$ cat src/rtl/myo_spi_pkg.sv
// Shared constants and types for the myo SPI frame responder.
// Frame layout: 5 command words (SOF, pwmRef, flags1, flags2, dummy) followed
// by 7 status words, 12 words in total in each direction.
package myo_spi_pkg;

    localparam logic [3:0]  FRAME_WORDS = 4'd12;
    localparam logic [3:0]  CMD_WORDS   = 4'd5;
    localparam logic [15:0] SOF_WORD    = 16'h8000;

    // Transmit slot indices for the status words; slots 0..4 carry zero.
    localparam logic [3:0] SLOT_POS_HI   = 4'd5;
    localparam logic [3:0] SLOT_POS_LO   = 4'd6;
    localparam logic [3:0] SLOT_VELOCITY = 4'd7;
    localparam logic [3:0] SLOT_CURRENT  = 4'd8;
    localparam logic [3:0] SLOT_SPRING   = 4'd9;
    localparam logic [3:0] SLOT_SENSOR1  = 4'd10;
    localparam logic [3:0] SLOT_SENSOR2  = 4'd11;

    typedef enum logic [1:0] {
        IDLE   = 2'd0,
        CMD    = 2'd1,
        STATUS = 2'd2,
        DRAIN  = 2'd3
    } state_e;

endpackage

$ cat src/rtl/myo_cmd_watchdog.sv
// Command watchdog: counts cycles since the last applied command and raises a
// single-cycle expire strobe on the edge where the count reaches CYCLES.
// The count then holds at CYCLES until the next clear.
// Only instantiated when MYO_CMD_WATCHDOG_EN is defined.
module myo_cmd_watchdog #(
    parameter int CYCLES = 5_000_000
) (
    input  logic clock,
    input  logic reset,
    input  logic clear,
    output logic expire
);

    localparam int         CW    = $clog2(CYCLES + 1);
    localparam logic [CW-1:0] LIMIT = CW'(CYCLES);

    logic [CW-1:0] cnt_q;

    // Free-running count since the last command, saturating at the limit.
    always_ff @(posedge clock) begin
        if (reset || clear) begin
            cnt_q <= '0;
        end else if (cnt_q != LIMIT) begin
            cnt_q <= cnt_q + CW'(1);
        end
    end

    // Strobe on the edge that moves the count onto the limit.
    assign expire = !clear && (cnt_q == (LIMIT - CW'(1)));

endmodule

$ cat src/rtl/myo_spi_frame_responder.sv
// Slave-side responder for the 12-word myo SPI frame.
// Decodes the command words from the master and applies pwm_ref and both flag
// words atomically once the dummy word arrives; serves the status words from a
// snapshot taken when slave select rises.
// Optional feature macro: MYO_CMD_WATCHDOG_EN (command timeout forces pwm_ref
// to zero and pulses frame_error after WATCHDOG_CYCLES without a command).
module myo_spi_frame_responder
    import myo_spi_pkg::*;
#(
    parameter int WATCHDOG_CYCLES = 5_000_000
) (
    input  logic        clock,
    input  logic        reset,
    input  logic        ss_active,
    input  logic        rx_valid,
    input  logic [15:0] rx_word,
    input  logic        tx_req,
    input  logic        tx_ack,
    output logic [15:0] tx_word,
    output logic        tx_wren,
    input  logic [31:0] actual_position,
    input  logic [15:0] actual_velocity,
    input  logic [15:0] actual_current,
    input  logic [15:0] spring_displacement,
    input  logic [15:0] sensor1,
    input  logic [15:0] sensor2,
    output logic [15:0] pwm_ref,
    output logic [15:0] control_flags1,
    output logic [15:0] control_flags2,
    output logic        cmd_valid,
    output logic        frame_error,
    output logic        busy
);

    state_e      state_q, state_d;
    logic [3:0]  rx_idx_q, rx_idx_d;
    logic [3:0]  tx_idx_q;
    logic        ss_prev_q;
    logic [15:0] tx_word_q;
    logic        tx_wren_q;
    logic [15:0] pwm_ref_q, flags1_q, flags2_q;
    logic [15:0] pwm_sh_q, flags1_sh_q, flags2_sh_q;
    logic [31:0] snap_pos_q;
    logic [15:0] snap_vel_q, snap_cur_q, snap_spring_q, snap_s1_q, snap_s2_q;
    logic        cmd_valid_q, frame_error_q, busy_q;

    logic        ss_rise, ss_fall;
    logic        apply, word_err, end_err, wdt_expire;
    logic [15:0] slot_word;

    assign ss_rise = ss_active && !ss_prev_q;
    assign ss_fall = !ss_active && ss_prev_q;

`ifdef MYO_CMD_WATCHDOG_EN
    myo_cmd_watchdog #(
        .CYCLES (WATCHDOG_CYCLES)
    ) u_cmd_watchdog (
        .clock  (clock),
        .reset  (reset),
        .clear  (apply),
        .expire (wdt_expire)
    );
`else
    // No watchdog in this build: pwm_ref holds its last commanded value.
    assign wdt_expire = 1'b0;
    if (WATCHDOG_CYCLES < 1) begin : g_wdt_cycles_unused
    end
`endif

    // Frame sequencing: word accounting first, then the frame-end decision,
    // so a word arriving with the ss fall still counts toward the frame.
    always_comb begin
        state_d  = state_q;
        rx_idx_d = rx_idx_q;
        apply    = 1'b0;
        word_err = 1'b0;
        end_err  = 1'b0;
        case (state_q)
            IDLE: begin
                if (ss_rise) state_d = CMD;
            end
            CMD: begin
                if (rx_valid) begin
                    rx_idx_d = rx_idx_q + 4'd1;
                    if (rx_idx_q == 4'd0 && rx_word != SOF_WORD) begin
                        word_err = 1'b1;
                        state_d  = DRAIN;
                    end else if (rx_idx_q == CMD_WORDS - 4'd1) begin
                        apply   = 1'b1;
                        state_d = STATUS;
                    end
                end
            end
            STATUS: begin
                if (rx_valid) begin
                    if (rx_idx_q == FRAME_WORDS) begin
                        word_err = 1'b1;
                        state_d  = DRAIN;
                    end else begin
                        rx_idx_d = rx_idx_q + 4'd1;
                    end
                end
            end
            default: ;
        endcase
        if (ss_fall) begin
            // A frame already flagged (now in DRAIN) is not reported twice.
            end_err  = (state_q != IDLE) && (state_d != DRAIN) && (rx_idx_d != FRAME_WORDS);
            state_d  = IDLE;
            rx_idx_d = 4'd0;
        end
    end

    // Transmit slot contents, always taken from the per-frame snapshot.
    always_comb begin
        slot_word = 16'h0000;
        case (tx_idx_q)
            SLOT_POS_HI:   slot_word = snap_pos_q[31:16];
            SLOT_POS_LO:   slot_word = snap_pos_q[15:0];
            SLOT_VELOCITY: slot_word = snap_vel_q;
            SLOT_CURRENT:  slot_word = snap_cur_q;
            SLOT_SPRING:   slot_word = snap_spring_q;
            SLOT_SENSOR1:  slot_word = snap_s1_q;
            SLOT_SENSOR2:  slot_word = snap_s2_q;
            default:       slot_word = 16'h0000;
        endcase
    end

    // FSM state, command shadow/apply, snapshot and tx handshake registers.
    always_ff @(posedge clock) begin
        if (reset) begin
            state_q       <= IDLE;
            rx_idx_q      <= 4'd0;
            tx_idx_q      <= 4'd0;
            ss_prev_q     <= 1'b0;
            tx_word_q     <= 16'h0000;
            tx_wren_q     <= 1'b0;
            pwm_ref_q     <= 16'h0000;
            flags1_q      <= 16'h0000;
            flags2_q      <= 16'h0000;
            pwm_sh_q      <= 16'h0000;
            flags1_sh_q   <= 16'h0000;
            flags2_sh_q   <= 16'h0000;
            snap_pos_q    <= 32'h0;
            snap_vel_q    <= 16'h0000;
            snap_cur_q    <= 16'h0000;
            snap_spring_q <= 16'h0000;
            snap_s1_q     <= 16'h0000;
            snap_s2_q     <= 16'h0000;
            cmd_valid_q   <= 1'b0;
            frame_error_q <= 1'b0;
            busy_q        <= 1'b0;
        end else begin
            ss_prev_q     <= ss_active;
            state_q       <= state_d;
            rx_idx_q      <= rx_idx_d;
            busy_q        <= (state_d != IDLE);
            cmd_valid_q   <= apply;
            frame_error_q <= word_err || end_err || wdt_expire;

            if (state_q == IDLE && ss_rise) begin
                snap_pos_q    <= actual_position;
                snap_vel_q    <= actual_velocity;
                snap_cur_q    <= actual_current;
                snap_spring_q <= spring_displacement;
                snap_s1_q     <= sensor1;
                snap_s2_q     <= sensor2;
            end

            if (state_q == CMD && rx_valid) begin
                case (rx_idx_q)
                    4'd1: pwm_sh_q    <= rx_word;
                    4'd2: flags1_sh_q <= rx_word;
                    4'd3: flags2_sh_q <= rx_word;
                    default: ;
                endcase
            end

            if (apply) begin
                pwm_ref_q <= pwm_sh_q;
                flags1_q  <= flags1_sh_q;
                flags2_q  <= flags2_sh_q;
            end else if (wdt_expire) begin
                pwm_ref_q <= 16'h0000;
            end

            if (ss_fall) begin
                tx_wren_q <= 1'b0;
                tx_idx_q  <= 4'd0;
            end else if (tx_ack) begin
                tx_wren_q <= 1'b0;
                if (tx_idx_q != FRAME_WORDS) tx_idx_q <= tx_idx_q + 4'd1;
            end else if (tx_req && !tx_wren_q && tx_idx_q < FRAME_WORDS) begin
                tx_word_q <= slot_word;
                tx_wren_q <= 1'b1;
            end
        end
    end

    assign tx_word        = tx_word_q;
    assign tx_wren        = tx_wren_q;
    assign pwm_ref        = pwm_ref_q;
    assign control_flags1 = flags1_q;
    assign control_flags2 = flags2_q;
    assign cmd_valid      = cmd_valid_q;
    assign frame_error    = frame_error_q;
    assign busy           = busy_q;

endmodule
$ cat config.mk
export PLATFORM = sky130hd
export DESIGN_NAME = myo_spi_frame_responder
export DESIGN_NICKNAME = d
export VERILOG_FILES = /design/src/rtl/myo_spi_pkg.sv /design/src/rtl/myo_cmd_watchdog.sv /design/src/rtl/myo_spi_frame_responder.sv
export SDC_FILE = /design/constraint.sdc
export NUM_CORES = 1
export LEC_CHECK = 0
export CAP_MARGIN = 20
export CORE_MARGIN = 5
export CORE_UTILIZATION = 51
export DETAILED_ROUTE_END_ITERATION = 8
export GPL_ROUTABILITY_DRIVEN = 0
export GPL_TIMING_DRIVEN = 0
export PLACE_DENSITY = 0.91
export SYNTH_ARGS = -nofsm -noshare
export SYNTH_HDL_FRONTEND = slang
export SYNTH_SLANG_ARGS = --single-unit
$ cat constraint.sdc
create_clock -name clock -period 2.1 [get_ports clock]
set_input_delay 0.42 -clock clock [delete_from_list [all_inputs] [get_ports clock]]
set_output_delay 0.42 -clock clock [all_outputs]
set_load 0.005 [all_outputs]
Word level (Yosys, flattened, before mapping):

Index checks and enable logic that the tools add are counted.
W data, S select, Z words.

* multiplexer cells: 23
* equality and inequality tests: 18
* bitwise gates (word level): 2
* $lt $le $gt $ge: 1
* reductions and logical operators: 24
* add/subtract/negate cells: 2

Operator list (number)
* $pmux W16 S7: 1
* $eq A4 B4 Y1 const B: 5
* $eq A4 B3 Y1 const B: 4
* $ne A16 B16 Y1 const B: 1
* $mux W2: 7
* $mux W4: 3
* $logic_and A1 B1 Y1: 9
* $mux W1: 9
* $add A4 B1 Y4 const B: 2
* $eq A4 B2 Y1 const B: 2
* $ne A4 B4 Y1 const B: 2
* $pmux W4 S2: 1
* $reduce_and A2 Y1: 4
* $pmux W2 S3: 1
* $eq A4 B1 Y1 const B: 1
* $logic_not A4 Y1: 1
* $lt A4 B4 Y1 const B: 1
* $reduce_bool A2 Y1: 2
* $logic_not A1 Y1: 3
* $reduce_and A3 Y1: 1
* $reduce_or A3 Y1: 1
* $eq A2 B1 Y1 const B: 1
* $eq A2 B2 Y1 const B: 1
* $logic_not A2 Y1: 1
* other kinds (5): 6

* logic and storage cells: 91
* bits in registers: 239
* output and inout bits: 68
* input port bits: 134

Depth between registers and ports, before layout:

* depth in word-level cells: 10
* gate-level depth with buffers: 9
* gate-level depth less buffers: 7

Least setup slack after synthesis:

Ideal clock, no wire load.

* path kind: register to register
* from: reg tx_idx_q[0]
* to: reg tx_word_q[2] (netlist: tx_word[2])
* path slack: 0.337 ns
* period minus slack after synthesis: 1.763 ns
* setup time: 0.128 ns
* arrival: 1.636 ns
* data required time: 1.972 ns
* cell stages (with the launch flop): 10
* path buffers: 2
* cells stage by stage: dfxtp_1 > inv_1 > ha_1 > and3b_1 > buf_2 > buf_2 > a222oi_1 > nand3_1 > a22oi_1 > nor2_1

* longest elaborated chain between the ends: 3
* elaborated cells between the ends (all ways): 11
* those cells by class: order compare: 1; eq/ne: 7; mux: 1; reduce/logical: 2

Ends and longest elaborated chain
* from (decl): line myo_spi_frame_responder.sv:37 `logic [3:0] tx_idx_q;`
* from (signal assigned): line myo_spi_frame_responder.sv:192 `if (tx_idx_q != FRAME_WORDS) tx_idx_q <= tx_idx_q + 4'd1;`
* $lt A4 B4 Y1: line myo_spi_frame_responder.sv:193 `end else if (tx_req && !tx_wren_q && tx_idx_q < FRAME_WORDS) begin`
* $logic_and A1 B1 Y1: line myo_spi_frame_responder.sv:193
* $reduce_and A3 Y1 (no line)
* to (signal assigned): line myo_spi_frame_responder.sv:194 `tx_word_q <= slot_word;`
* to (decl): line myo_spi_frame_responder.sv:39 `logic [15:0] tx_word_q;`

Parallel ways exist; a longest one is shown, timed or not.
A chain may end at the register's enable or synchronous reset.

Worst setup path in the final report:

* from: reg tx_idx_q[3]
* to: reg tx_word_q[6] (netlist: tx_word[6])

Same word-level chain as after synthesis.

==> impl_metrics.yaml <==
floorplanning:
  rows: 49
  io_pins: 202
  start_util_pct: 52.0
  core-area_mm2: 0.0180
  die_w_um: 146
  dieArea_mm2: 0.0212
  die_h_um: 146
clock_network:
  insertion_delay_ps: 520
  htree_levels: 1
  cts_tree: "done"
  path_clk_slew_ps: 60
  clock_path_buffers: 3
  cts-root-buf: "clkbuf_16"
  cts_hold_buf: 0
  cts.sinks: 239
  numCtsBuffers: 24
layout:
  nets: 1551
  instances_no_fill: 1652
  drive_above_1_share_pct: 9.35
  area_delta_synth_final_pct: 36.0
  nFillCells: 1349
  final-seq-area_mm2: 0.00479
  multi_input_area_mm2: 0.00418
sta:
  relSlewSlack_pct: 53.0
  fin_ws_ps: -57.6
  worst_pin_slew_ps: 706
  fmax_mhz: 463
  finalCritPeriodShare_pct: 103
  final_hold_viol_count: 0
  period_needed_ps: 2160
  finalMaxSlewViolations: 0
  rsz0062_at_grt: "yes"
  clock_skew_ps: 12.6
  setup_violations: 3
worst_setup_path:
  critical_path_buf_inv_count: 3
  start_kind: "flop"
  critPathRequiredTime_ps: 2500
  cp_top_family: "compound AO/OA/AOI/OAI gates"
  worstPathMaxFanout: 10
  max_stage_delay_ps: 570
  crit_path_end_kind: "flop"
  cpMostUsedCell: "buf_6"
  cp_cell_sequence: "buf_6 -> and3b_1 -> buf_6 -> buf_8 -> a222oi_1 -> nand3_1 -> a22oi_2 -> nor2_1"
  critical_path_class: "flop to flop"
  worstPathArrival_ps: 2550
  r2r_cells: 8
  cp_slowest_cell: "a222oi_1"
  path_depth: 8
logic_synthesis:
  synthArstFlopShare_pct: 0
  ys_top_cells_by_area: "dfxtp_1, nand2_1, a21oi_1"
  syn-instance-count: 1174
  synth_top_cell_area_share_pct: 51.0
  syn_area_mm2: 0.00938
  ys.flop_type: "dfxtp_1"
  yosysSeqAreaShare_pct: 51.0
  yosysTopAreaCell: "dfxtp_1"
  yosysUniqueCellTypes: 51
  yosys.cell_count.top_type: "nand2_1"
  netlist_top_cells_count: "nand2_1, dfxtp_1, a21oi_1"
  avgSynthCellArea_um2: 7.99
  ys_warn_count: 0
  ys_ff_latch: 239
  syn_nets: 1321
  synth_edf_count: 0
power_and_ir_drop:
  p_leak_nw: 4.54
  power_density_mw_per_mm2: 839
  vdd_ir_drop_max_mv: 0.578
  power.total_mw: 10.7
routing:
  routed_wl_um: 30400
  firstDrtPassIters: 7
  wl_per_cell_um: 18.4
  via_per_inst: 5.74
  ant_nets: 0
  drcViolationCount: 0
  vias: 9477
  drtIter0Drc: 1107
placement:
  dp_hpwl_um: 22600
  numPlacedInstances: 1604
  port_buffers: 201
global_route:
  globalRouteTotalUtil_pct: 26.7
  grt_pass1_vias: 8943
  grt_max_degree: 16
  grt.overflow.total: 0
  antenna_found_initial: 1
  grt_pass1_wl_um: 46700
min_path:
  hold_class: "primary input to flop"
  min_path_cells: 3
run_status:
  violations: "negative setup slack"
  status: "finished, violations left"
job:
  cap_viol_max_count: 0
what timing repair did:
item / 4_1_cts / 5_1_grt
endpoints found under the setup margin: 92 / 141
buffers inserted: 3 / 4
resized for setup: 20 / 43
gates cloned: 0 / 0
pin swaps: 13 / 14
flip-flops by register name (all words and copies together), names as in the netlist, 2 cells and up:
signal / cells
snap_spring_q: 16
flags2_sh_q: 16
rx_idx_q: 4
pwm_sh_q: 16
control_flags1: 16
pwm_ref: 16
tx_idx_q: 4
snap_cur_q: 16
state_q: 2
tx_word: 16
snap_s2_q: 16
snap_pos_q: 32
snap_s1_q: 16
flags1_sh_q: 16
snap_vel_q: 16
control_flags2: 16
stage by stage:
stage	hold slack [ps]	setup TNS [ps]	instance area [um^2]	utilization [%]	setup slack (ps)
6_report	441	-134	12800	70.8	-57.6
5_1_grt	461	-264	12800	70.7	-83.5
4_1_cts	438	-0.0346	12600	70.1	-0.0346
3_5_place_dp	446	-29390	11700	64.8	-321
3_3_place_gp	441	-25970	11700	64.8	-290
2_1_floorplan	432	0	9380	-	337
worst register-to-register path: stages (launching register included):
cell	delay, ps
dfxtp_1	380
buf_6	160
and3b_1	200
buf_6	140
buf_8	140
a222oi_1	570
nand3_1	230
a22oi_2	160
nor2_1	50
routing by layer:
metal,routed length (um),up-vias,GRT usage [%]
met5,0,-,0
met4,1780,0,13.2
met3,3200,121,5.51
met2,14400,606,45.9
met1,11100,4324,31.6
li1,-,4426,-
layout by cell type (no fill, tap or decap), drive strengths merged, types with 13 or more instances in the layout:
cell,instances
buf,46
dfxtp,239
a21oi,215
clkdlybuf4s50,201
nand3,14
nand2,427
clkbuf,80
nor2,29
ha,13
a22oi,47
a222oi,16
path summary, 6_finish.rpt:
| kind | from | end | slack [ps] |
|---|---|---|---|
| max | tx_idx_q[3]$_SDFFE_PP0P_ | tx_word[6]$_SDFFE_PP0P_ | -60 |
| min | actual_position[27] | snap_pos_q[27]$_SDFFE_PP0P_ | 440 |
| max reg2reg | tx_idx_q[3]$_SDFFE_PP0P_ | tx_word[6]$_SDFFE_PP0P_ | -60 |
| min reg2reg | control_flags2[11]$_SDFFE_PP0P_ | control_flags2[11]$_SDFFE_PP0P_ | 450 |
cells by family (layout without fill, tap and decap cells):
group	after synthesis	count (layout)	synth area share, %
AOI/OAI and AO/OA	301	301	18.8
xor gates and xnor gates	3	3	0.280
adders and majority gates	13	13	1.73
buffers and inverters	101	349	5.38
DFF	239	239	51.0
muxes	1	1	0.107
other	0	1	0
and+or+nand+nor	516	516	22.7
power by group:
group	internal (mW)	switching, mW
logic	0.481	0.599
registers	4.72	0.136
clock network	2.94	1.83
final cells by class:
| type | count | area share, % |
|---|---|---|
| Clock buffer | 31 | 5.40 |
| Tap cell | 229 | 2.25 |
| Inverter | 9 | 0.285 |
| Timing Repair Buffer | 208 | 16.2 |
| Buffer | 88 | 3.89 |
| Multi-Input combinational cell | 834 | 32.8 |
| Sequential cell | 239 | 37.6 |
| Antenna cell | 1 | 0.0196 |
| Clock inverter | 13 | 1.57 |
Power figures use the tool's default switching activity.
